<file path="config.mk">
export PLATFORM = sky130hd
export DESIGN_NAME = mips_multicycle_sequencer_flat
export DESIGN_NICKNAME = d
export VERILOG_FILES = /design/src/rtl/mips_multicycle_sequencer_if.sv /design/src/rtl/mips_multicycle_sequencer.sv /design/src/flat_wrapper.sv
export SDC_FILE = /design/constraint.sdc
export NUM_CORES = 1
export LEC_CHECK = 0
export ABC_AREA = 0
export CAP_MARGIN = 20
export CORE_ASPECT_RATIO = 1.75
export CORE_UTILIZATION = 36
export DETAILED_ROUTE_END_ITERATION = 10
export PLACE_DENSITY = 0.7
export SYNTH_ARGS = -nofsm -noshare
export SYNTH_HDL_FRONTEND = slang
export SYNTH_SLANG_ARGS = --single-unit
export TNS_END_PERCENT = 30
</file>
<file path="constraint.sdc">
create_clock -name clk -period 4.4 [get_ports clk]
set_input_delay 0.44 -clock clk [delete_from_list [all_inputs] [get_ports clk]]
set_output_delay 0.44 -clock clk [all_outputs]
set_load 0.05 [all_outputs]
</file>
<file path="src/rtl/mips_multicycle_sequencer_if.sv">
// Memory-port bundle between the multi-cycle sequencer and the unified
// instruction/data memory.
interface mips_multicycle_sequencer_if;
    // Handshake: an access is in flight in every cycle mem_req is high; it
    // completes in the cycle mem_ready is also high. mem_we and iord are
    // valid only while mem_req is high. mem_ready means nothing without mem_req.
    logic mem_req;
    logic mem_we;
    logic iord;
    logic mem_ready;

    modport master (
        output mem_req,
        output mem_we,
        output iord,
        input  mem_ready
    );

    modport slave (
        input  mem_req,
        input  mem_we,
        input  iord,
        output mem_ready
    );
endinterface

</file>
<file path="src/rtl/mips_multicycle_sequencer.sv">
// Multi-cycle MIPS control FSM: steps the shared datapath through
// fetch/decode/execute/memory/writeback and guards memory waits with a watchdog.
module mips_multicycle_sequencer #(
    parameter int unsigned WAIT_LIMIT = 255
) (
    input  logic                               clk,
    input  logic                               rst_n,
    input  logic [5:0]                         opcode,
    input  logic [5:0]                         funct,
    input  logic                               zero,
    mips_multicycle_sequencer_if.master        mem,
    output logic                               ir_write,
    output logic                               pc_write,
    output logic [1:0]                         pc_src,
    output logic                               alu_src_a,
    output logic [1:0]                         alu_src_b,
    output logic [3:0]                         alu_control,
    output logic                               reg_write,
    output logic [1:0]                         reg_dst,
    output logic [1:0]                         mem_to_reg,
    output logic [3:0]                         state,
    output logic                               instr_done,
    output logic                               fault
);

    typedef enum logic [3:0] {
        S_FETCH  = 4'd0,
        S_DECODE = 4'd1,
        S_MEMADR = 4'd2,
        S_MEMRD  = 4'd3,
        S_MEMWB  = 4'd4,
        S_MEMWR  = 4'd5,
        S_RTEXE  = 4'd6,
        S_RTWB   = 4'd7,
        S_ITEXE  = 4'd8,
        S_ITWB   = 4'd9,
        S_BRANCH = 4'd10,
        S_JUMP   = 4'd11,
        S_JR     = 4'd12,
        S_JAL    = 4'd13,
        S_RSVD   = 4'd14,
        S_FAULT  = 4'd15
    } state_t;

    localparam logic [5:0] OP_RTYPE = 6'b000000;
    localparam logic [5:0] OP_J     = 6'b000010;
    localparam logic [5:0] OP_JAL   = 6'b000011;
    localparam logic [5:0] OP_BEQ   = 6'b000100;
    localparam logic [5:0] OP_BNE   = 6'b000101;
    localparam logic [5:0] OP_ADDI  = 6'b001000;
    localparam logic [5:0] OP_ADDIU = 6'b001001;
    localparam logic [5:0] OP_SLTI  = 6'b001010;
    localparam logic [5:0] OP_SLTIU = 6'b001011;
    localparam logic [5:0] OP_ANDI  = 6'b001100;
    localparam logic [5:0] OP_ORI   = 6'b001101;
    localparam logic [5:0] OP_XORI  = 6'b001110;
    localparam logic [5:0] OP_LUI   = 6'b001111;
    localparam logic [5:0] OP_LW    = 6'b100011;
    localparam logic [5:0] OP_SW    = 6'b101011;
    localparam logic [5:0] FN_JR    = 6'b001000;

    localparam logic [3:0] ALU_ADD  = 4'b0000;
    localparam logic [3:0] ALU_SUB  = 4'b0001;
    localparam logic [3:0] ALU_AND  = 4'b0010;
    localparam logic [3:0] ALU_OR   = 4'b0011;
    localparam logic [3:0] ALU_XOR  = 4'b0100;
    localparam logic [3:0] ALU_SLL  = 4'b0101;
    localparam logic [3:0] ALU_SRL  = 4'b0110;
    localparam logic [3:0] ALU_SRA  = 4'b0111;
    localparam logic [3:0] ALU_SLT  = 4'b1000;
    localparam logic [3:0] ALU_SLTU = 4'b1001;
    localparam logic [3:0] ALU_NOR  = 4'b1010;
    localparam logic [3:0] ALU_SLLV = 4'b1011;
    localparam logic [3:0] ALU_SRLV = 4'b1100;
    localparam logic [3:0] ALU_SRAV = 4'b1101;
    localparam logic [3:0] ALU_LUI  = 4'b1110;

    // Returns {legal, alu_code} for an R-type funct (JR is handled separately).
    function automatic logic [4:0] rtype_decode(input logic [5:0] f);
        case (f)
            6'b100000, 6'b100001: rtype_decode = {1'b1, ALU_ADD};
            6'b100010, 6'b100011: rtype_decode = {1'b1, ALU_SUB};
            6'b100100:            rtype_decode = {1'b1, ALU_AND};
            6'b100101:            rtype_decode = {1'b1, ALU_OR};
            6'b100110:            rtype_decode = {1'b1, ALU_XOR};
            6'b100111:            rtype_decode = {1'b1, ALU_NOR};
            6'b101010:            rtype_decode = {1'b1, ALU_SLT};
            6'b101011:            rtype_decode = {1'b1, ALU_SLTU};
            6'b000000:            rtype_decode = {1'b1, ALU_SLL};
            6'b000010:            rtype_decode = {1'b1, ALU_SRL};
            6'b000011:            rtype_decode = {1'b1, ALU_SRA};
            6'b000100:            rtype_decode = {1'b1, ALU_SLLV};
            6'b000110:            rtype_decode = {1'b1, ALU_SRLV};
            6'b000111:            rtype_decode = {1'b1, ALU_SRAV};
            default:              rtype_decode = {1'b0, ALU_ADD};
        endcase
    endfunction

    function automatic logic [3:0] itype_alu(input logic [5:0] op);
        case (op)
            OP_ANDI:  itype_alu = ALU_AND;
            OP_ORI:   itype_alu = ALU_OR;
            OP_XORI:  itype_alu = ALU_XOR;
            OP_SLTI:  itype_alu = ALU_SLT;
            OP_SLTIU: itype_alu = ALU_SLTU;
            OP_LUI:   itype_alu = ALU_LUI;
            default:  itype_alu = ALU_ADD;
        endcase
    endfunction

    state_t     state_q;
    state_t     state_d;
    logic [7:0] wait_q;
    logic [7:0] wait_d;
    logic       req_state;
    logic       waiting;
    logic       wait_expire;
    logic [4:0] rt_dec;

    logic       mem_req_c;
    logic       mem_we_c;
    logic       iord_c;
    logic       ir_write_c;
    logic       pc_write_c;
    logic [1:0] pc_src_c;
    logic       alu_src_a_c;
    logic [1:0] alu_src_b_c;
    logic [3:0] alu_control_c;
    logic       reg_write_c;
    logic [1:0] reg_dst_c;
    logic [1:0] mem_to_reg_c;
    logic       instr_done_c;
    logic       fault_c;

    assign rt_dec    = rtype_decode(funct);
    assign req_state = (state_q == S_FETCH) || (state_q == S_MEMRD) || (state_q == S_MEMWR);
    assign waiting   = req_state && !mem.mem_ready;
    // The limit cycle is the one whose wait would bring the count to WAIT_LIMIT.
    assign wait_expire = waiting && (({1'b0, wait_q} + 9'd1) == 9'(WAIT_LIMIT));
    // Leaving a request state always means the access completed, so the count
    // is naturally zero on entry to the next request state.
    assign wait_d = waiting ? (wait_q + 8'd1) : 8'd0;

    always_ff @(posedge clk or negedge rst_n) begin
        if (!rst_n) begin
            state_q <= S_FETCH;
            wait_q  <= 8'd0;
        end else begin
            state_q <= state_d;
            wait_q  <= wait_d;
        end
    end

    always_comb begin
        state_d       = state_q;
        mem_req_c     = 1'b0;
        mem_we_c      = 1'b0;
        iord_c        = 1'b0;
        ir_write_c    = 1'b0;
        pc_write_c    = 1'b0;
        pc_src_c      = 2'b00;
        alu_src_a_c   = 1'b0;
        alu_src_b_c   = 2'b00;
        alu_control_c = ALU_ADD;
        reg_write_c   = 1'b0;
        reg_dst_c     = 2'b00;
        mem_to_reg_c  = 2'b00;
        instr_done_c  = 1'b0;
        fault_c       = 1'b0;

        case (state_q)
            S_FETCH: begin
                mem_req_c = 1'b1;
                if (mem.mem_ready) begin
                    ir_write_c  = 1'b1;
                    pc_write_c  = 1'b1;
                    alu_src_b_c = 2'b01;
                    state_d     = S_DECODE;
                end else if (wait_expire) begin
                    state_d = S_FAULT;
                end
            end
            S_DECODE: begin
                alu_src_b_c = 2'b11;
                case (opcode)
                    OP_RTYPE: begin
                        if (funct == FN_JR)  state_d = S_JR;
                        else if (rt_dec[4])  state_d = S_RTEXE;
                        else                 state_d = S_FAULT;
                    end
                    OP_LW, OP_SW:   state_d = S_MEMADR;
                    OP_BEQ, OP_BNE: state_d = S_BRANCH;
                    OP_ADDI, OP_ADDIU, OP_ANDI, OP_ORI,
                    OP_XORI, OP_SLTI, OP_SLTIU, OP_LUI:
                                    state_d = S_ITEXE;
                    OP_J:           state_d = S_JUMP;
                    OP_JAL:         state_d = S_JAL;
                    default:        state_d = S_FAULT;
                endcase
            end
            S_MEMADR: begin
                alu_src_a_c = 1'b1;
                alu_src_b_c = 2'b10;
                state_d     = (opcode == OP_LW) ? S_MEMRD : S_MEMWR;
            end
            S_MEMRD: begin
                mem_req_c = 1'b1;
                iord_c    = 1'b1;
                if (mem.mem_ready)    state_d = S_MEMWB;
                else if (wait_expire) state_d = S_FAULT;
            end
            S_MEMWR: begin
                mem_req_c = 1'b1;
                mem_we_c  = 1'b1;
                iord_c    = 1'b1;
                if (mem.mem_ready) begin
                    instr_done_c = 1'b1;
                    state_d      = S_FETCH;
                end else if (wait_expire) begin
                    state_d = S_FAULT;
                end
            end
            S_MEMWB: begin
                reg_write_c  = 1'b1;
                mem_to_reg_c = 2'b01;
                instr_done_c = 1'b1;
                state_d      = S_FETCH;
            end
            S_RTEXE: begin
                alu_src_a_c   = 1'b1;
                alu_control_c = rt_dec[3:0];
                state_d       = S_RTWB;
            end
            S_RTWB: begin
                reg_write_c  = 1'b1;
                reg_dst_c    = 2'b01;
                instr_done_c = 1'b1;
                state_d      = S_FETCH;
            end
            S_ITEXE: begin
                alu_src_a_c   = 1'b1;
                alu_src_b_c   = 2'b10;
                alu_control_c = itype_alu(opcode);
                state_d       = S_ITWB;
            end
            S_ITWB: begin
                reg_write_c  = 1'b1;
                instr_done_c = 1'b1;
                state_d      = S_FETCH;
            end
            S_BRANCH: begin
                alu_src_a_c   = 1'b1;
                alu_control_c = ALU_SUB;
                pc_src_c      = 2'b01;
                pc_write_c    = (opcode == OP_BNE) ? !zero : zero;
                instr_done_c  = 1'b1;
                state_d       = S_FETCH;
            end
            S_JUMP: begin
                pc_write_c   = 1'b1;
                pc_src_c     = 2'b10;
                instr_done_c = 1'b1;
                state_d      = S_FETCH;
            end
            S_JR: begin
                pc_write_c   = 1'b1;
                pc_src_c     = 2'b11;
                instr_done_c = 1'b1;
                state_d      = S_FETCH;
            end
            S_JAL: begin
                // $31 takes the PC+4 written back in FETCH while PC loads the target.
                pc_write_c   = 1'b1;
                pc_src_c     = 2'b10;
                reg_write_c  = 1'b1;
                reg_dst_c    = 2'b10;
                mem_to_reg_c = 2'b10;
                instr_done_c = 1'b1;
                state_d      = S_FETCH;
            end
            S_FAULT: begin
                fault_c = 1'b1;
                state_d = S_FAULT;
            end
            default: state_d = S_FAULT;
        endcase
    end

    // Everything is held at zero while reset is asserted so no strobe escapes.
    assign mem.mem_req  = rst_n & mem_req_c;
    assign mem.mem_we   = rst_n & mem_we_c;
    assign mem.iord     = rst_n & iord_c;
    assign ir_write     = rst_n & ir_write_c;
    assign pc_write     = rst_n & pc_write_c;
    assign pc_src       = rst_n ? pc_src_c : 2'b00;
    assign alu_src_a    = rst_n & alu_src_a_c;
    assign alu_src_b    = rst_n ? alu_src_b_c : 2'b00;
    assign alu_control  = rst_n ? alu_control_c : 4'b0000;
    assign reg_write    = rst_n & reg_write_c;
    assign reg_dst      = rst_n ? reg_dst_c : 2'b00;
    assign mem_to_reg   = rst_n ? mem_to_reg_c : 2'b00;
    assign state        = rst_n ? state_q : 4'd0;
    assign instr_done   = rst_n & instr_done_c;
    assign fault        = rst_n & fault_c;

endmodule

</file>
<file path="src/flat_wrapper.sv">
// flat-port wrapper written by rule: the top's interface ports become plain ports
module mips_multicycle_sequencer_flat 
#(
    parameter int unsigned WAIT_LIMIT = 255
)
  (clk, rst_n, opcode, funct, zero, ir_write, pc_write, pc_src, alu_src_a, alu_src_b, alu_control, reg_write, reg_dst, mem_to_reg, state, instr_done, fault, mem_mem_req, mem_mem_we, mem_iord, mem_mem_ready);
  mips_multicycle_sequencer_if mem_i ();
  input  logic clk;
  input  logic rst_n;
  input  logic [5:0] opcode;
  input  logic [5:0] funct;
  input  logic zero;
  output logic ir_write;
  output logic pc_write;
  output logic [1:0] pc_src;
  output logic alu_src_a;
  output logic [1:0] alu_src_b;
  output logic [3:0] alu_control;
  output logic reg_write;
  output logic [1:0] reg_dst;
  output logic [1:0] mem_to_reg;
  output logic [3:0] state;
  output logic instr_done;
  output logic fault;
  output wire logic [$bits(mem_i.mem_req)-1:0] mem_mem_req;
  output wire logic [$bits(mem_i.mem_we)-1:0] mem_mem_we;
  output wire logic [$bits(mem_i.iord)-1:0] mem_iord;
  input wire logic [$bits(mem_i.mem_ready)-1:0] mem_mem_ready;
  assign mem_mem_req = mem_i.mem_req;
  assign mem_mem_we = mem_i.mem_we;
  assign mem_iord = mem_i.iord;
  assign mem_i.mem_ready = mem_mem_ready;
  mips_multicycle_sequencer #(.WAIT_LIMIT(WAIT_LIMIT)) u_core (.clk(clk), .rst_n(rst_n), .opcode(opcode), .funct(funct), .zero(zero), .mem(mem_i), .ir_write(ir_write), .pc_write(pc_write), .pc_src(pc_src), .alu_src_a(alu_src_a), .alu_src_b(alu_src_b), .alu_control(alu_control), .reg_write(reg_write), .reg_dst(reg_dst), .mem_to_reg(mem_to_reg), .state(state), .instr_done(instr_done), .fault(fault));
endmodule
</file>
==> flow_metrics.tcl <==
set metrics [dict create \
    cts_root_buf "clkbuf_8" \
    worst_slack_ps 1030 \
    async_flop_share 1.000 \
    antenna_cells 0 \
    postCtsSetupBuffers 0 \
    crit_fanout 9 \
    ios 41 \
    post_cts_resized 0 \
    cts_tree "built" \
    cts_inserted_buffers 3 \
    power_density_mw_per_mm2 462.8 \
    synth-seq-area-share 0.1902 \
    portBuffers 40 \
    syn_avg_cell_area_um2 7.018 \
    rsz0062_at_grt "no" \
    firstDrtPassIters 4 \
    hold_buffers 0 \
    placed_cell_area_mm2 0.002004 \
    fin_tns_setup_ps 0 \
    wl_um 4078 \
    numClockSinks 12 \
    clk_path_buf_depth 2 \
    antenna_left 0 \
    yosys-top-cells-area "dfrtp_1 19%, nor2_1 6.7%, ha_1 6.3%" \
    period_needed_ps 3370 \
    synth_top_area_cell "dfrtp_1" \
    tightest_slew_ps 659.9 \
    drc_errors 0 \
    status "completed" \
    cts.clk_slew.worst_paths_ps 50 \
    overflow 0 \
    fin_nets 282 \
    hold_viol 0 \
    die_area_mm2 0.004666 \
    start_util 0.3769 \
    place_congestion 0.8392 \
    antenna_found_initial 0 \
    cap_violations 0 \
    dp_hpwl_um 3210 \
    synth_ff_type "dfrtp_1" \
    synth_warnings 0 \
    synthToLayoutAreaGrowth_pct 30.43 \
    vias 1692 \
    place_inst 302 \
    crit_type "in2out" \
    die_x_um 52.07 \
    finalCritPeriodShare 0.7659 \
    hold_ws_ps 553.4 \
    die_y_um 89.61 \
    leakage_nw 0.7644 \
    synth_top_area_share 0.1902 \
    stdcell_count 306 \
    synth_cells 225 \
    crit_path_end_kind "output pin" \
    grt_util_all_layers 0.1870 \
    drive_gt1_frac 0.06615 \
    worst_setup_path_start_kind "input pin" \
    hold_path_class "reg2reg" \
    max_freq_mhz 296.8 \
    drv_slew 0 \
    max_slew_margin 0.5601 \
    power.total_mw 0.9531 \
    synth_area_mm2 0.001579 \
    insertion_delay_ps 240 \
    core_mm2 0.004189 \
    std_cell_rows 31 \
    crit_required_ps 3960 \
    yosysUniqueCellTypes 52 \
    detail_route.wl_per_cell_um 13.33 \
    ir_drop_v 0.0002378 \
    drt-initial-drc-count 37 \
    synth.ff_latch_count 12 \
    grt_pass1_wl_um 6617 \
    dpl_worst_slack_ps 1042 \
    cts_max_level 1 \
    fin_skew_ps 2.903 \
    arrival_ps 2930 \
    vias_per_cell 5.529 \
    finalSetupViolCount 0 \
    grt_start_max_net_pins 29 \
    synth_edf_count 0 \
    final_core_util 0.4916 \
    mappedNetlistNets 249 \
    final_area_mm2 0.002059 \
    grt_pass1_vias 1543 \
]
power breakdown:
group | internal (mW) | switching [mW] | leakage [nW] | total [mW]
registers | 0.133 | 0.0608 | 0.161 | 0.194
logic | 0.232 | 0.410 | 0.574 | 0.643
clock network | 0.0788 | 0.0381 | 0.0288 | 0.117
Yosys cell counts, drive strengths merged (2+ instances only):
cell    number
o21ai        9
xnor2        4
or4b         2
ha           8
nor3         8
dfrtp       12
o22ai        3
a31oi        2
a21o         4
inv         12
clkbuf      11
nand2b      10
nor3b        2
xor2         2
or3          3
nand3        9
nor2        28
o21bai       2
o211ai       5
nand4b       3
a21oi       19
and2         4
a32oi        3
nor4         3
nand2       24
buf          4
nand3b       4
o31ai        3
nor2b        5
layout make-up:
type	count	area, um2
multi-input cells	186	1175
clock buffers	4	55.05
fillers	424	2130
flip-flops and latches	12	300.3
repair buffers	43	422.9
well taps	49	61.31
inverters	12	45.04
placed cells by master, fill, tap and decap left out, drive strengths merged, types with 4 or more instances in the layout:
cell / n
nand3: 9
o211ai: 5
dfrtp: 12
ha: 8
clkbuf: 4
a21o: 4
inv: 12
nand2b: 10
nor2: 28
clkdlybuf4s50: 40
nor3: 8
and2: 4
nand3b: 4
xnor2: 4
nor2b: 5
a21oi: 19
nand2: 24
o21ai: 9
metal layers:
metal | up-vias | routed length (um) | global-route usage
met5 | - | 0 | 0
met2 | 35 | 2321 | 0.3415
met4 | 0 | 116 | 0.1204
li1 | 870 | - | -
met1 | 779 | 1570 | 0.2047
met3 | 8 | 69 | 0.006734
cell families after synthesis:
group / synth area share
and+or+nand+nor: 0.3796
AOI/OAI and AO/OA: 0.2544
buffers and inverters: 0.06577
DFF: 0.1902
adders and majority gates: 0.06339
xor gates and xnor gates: 0.03328
muxes: 0.01347
path summary, 6_finish.rpt:
path / slack [ps] / start / end / depth (start not counted)
worst max-delay path: 1030 / opcode[1] / pc_write / 7
worst min-delay path: 550 / u_core.wait_q[0] / u_core.wait_q[0] / 1
worst max register to register: 2470 / u_core.state_q[2] / u_core.state_q[3] / 5
worst min register to register: 550 / u_core.wait_q[0] / u_core.wait_q[0] / 1
max in group asynchronous: 3330 / rst_n / u_core.wait_q[1] / 2
min in group asynchronous: 920 / rst_n / u_core.state_q[1] / 2
registers in the layout, summed over array words and instances (netlist names):
signal / cells
u_core.wait_q: 8
u_core.state_q: 4
worst max-delay path, cell delays in order:
cell	delay [ps]
clkdlybuf4s50_1	550
nor4_2	420
nand3_1	180
xor2_1	180
a211oi_1	240
o21a_1	140
clkdlybuf4s50_1	790
(Power assumes the default switching activity.)
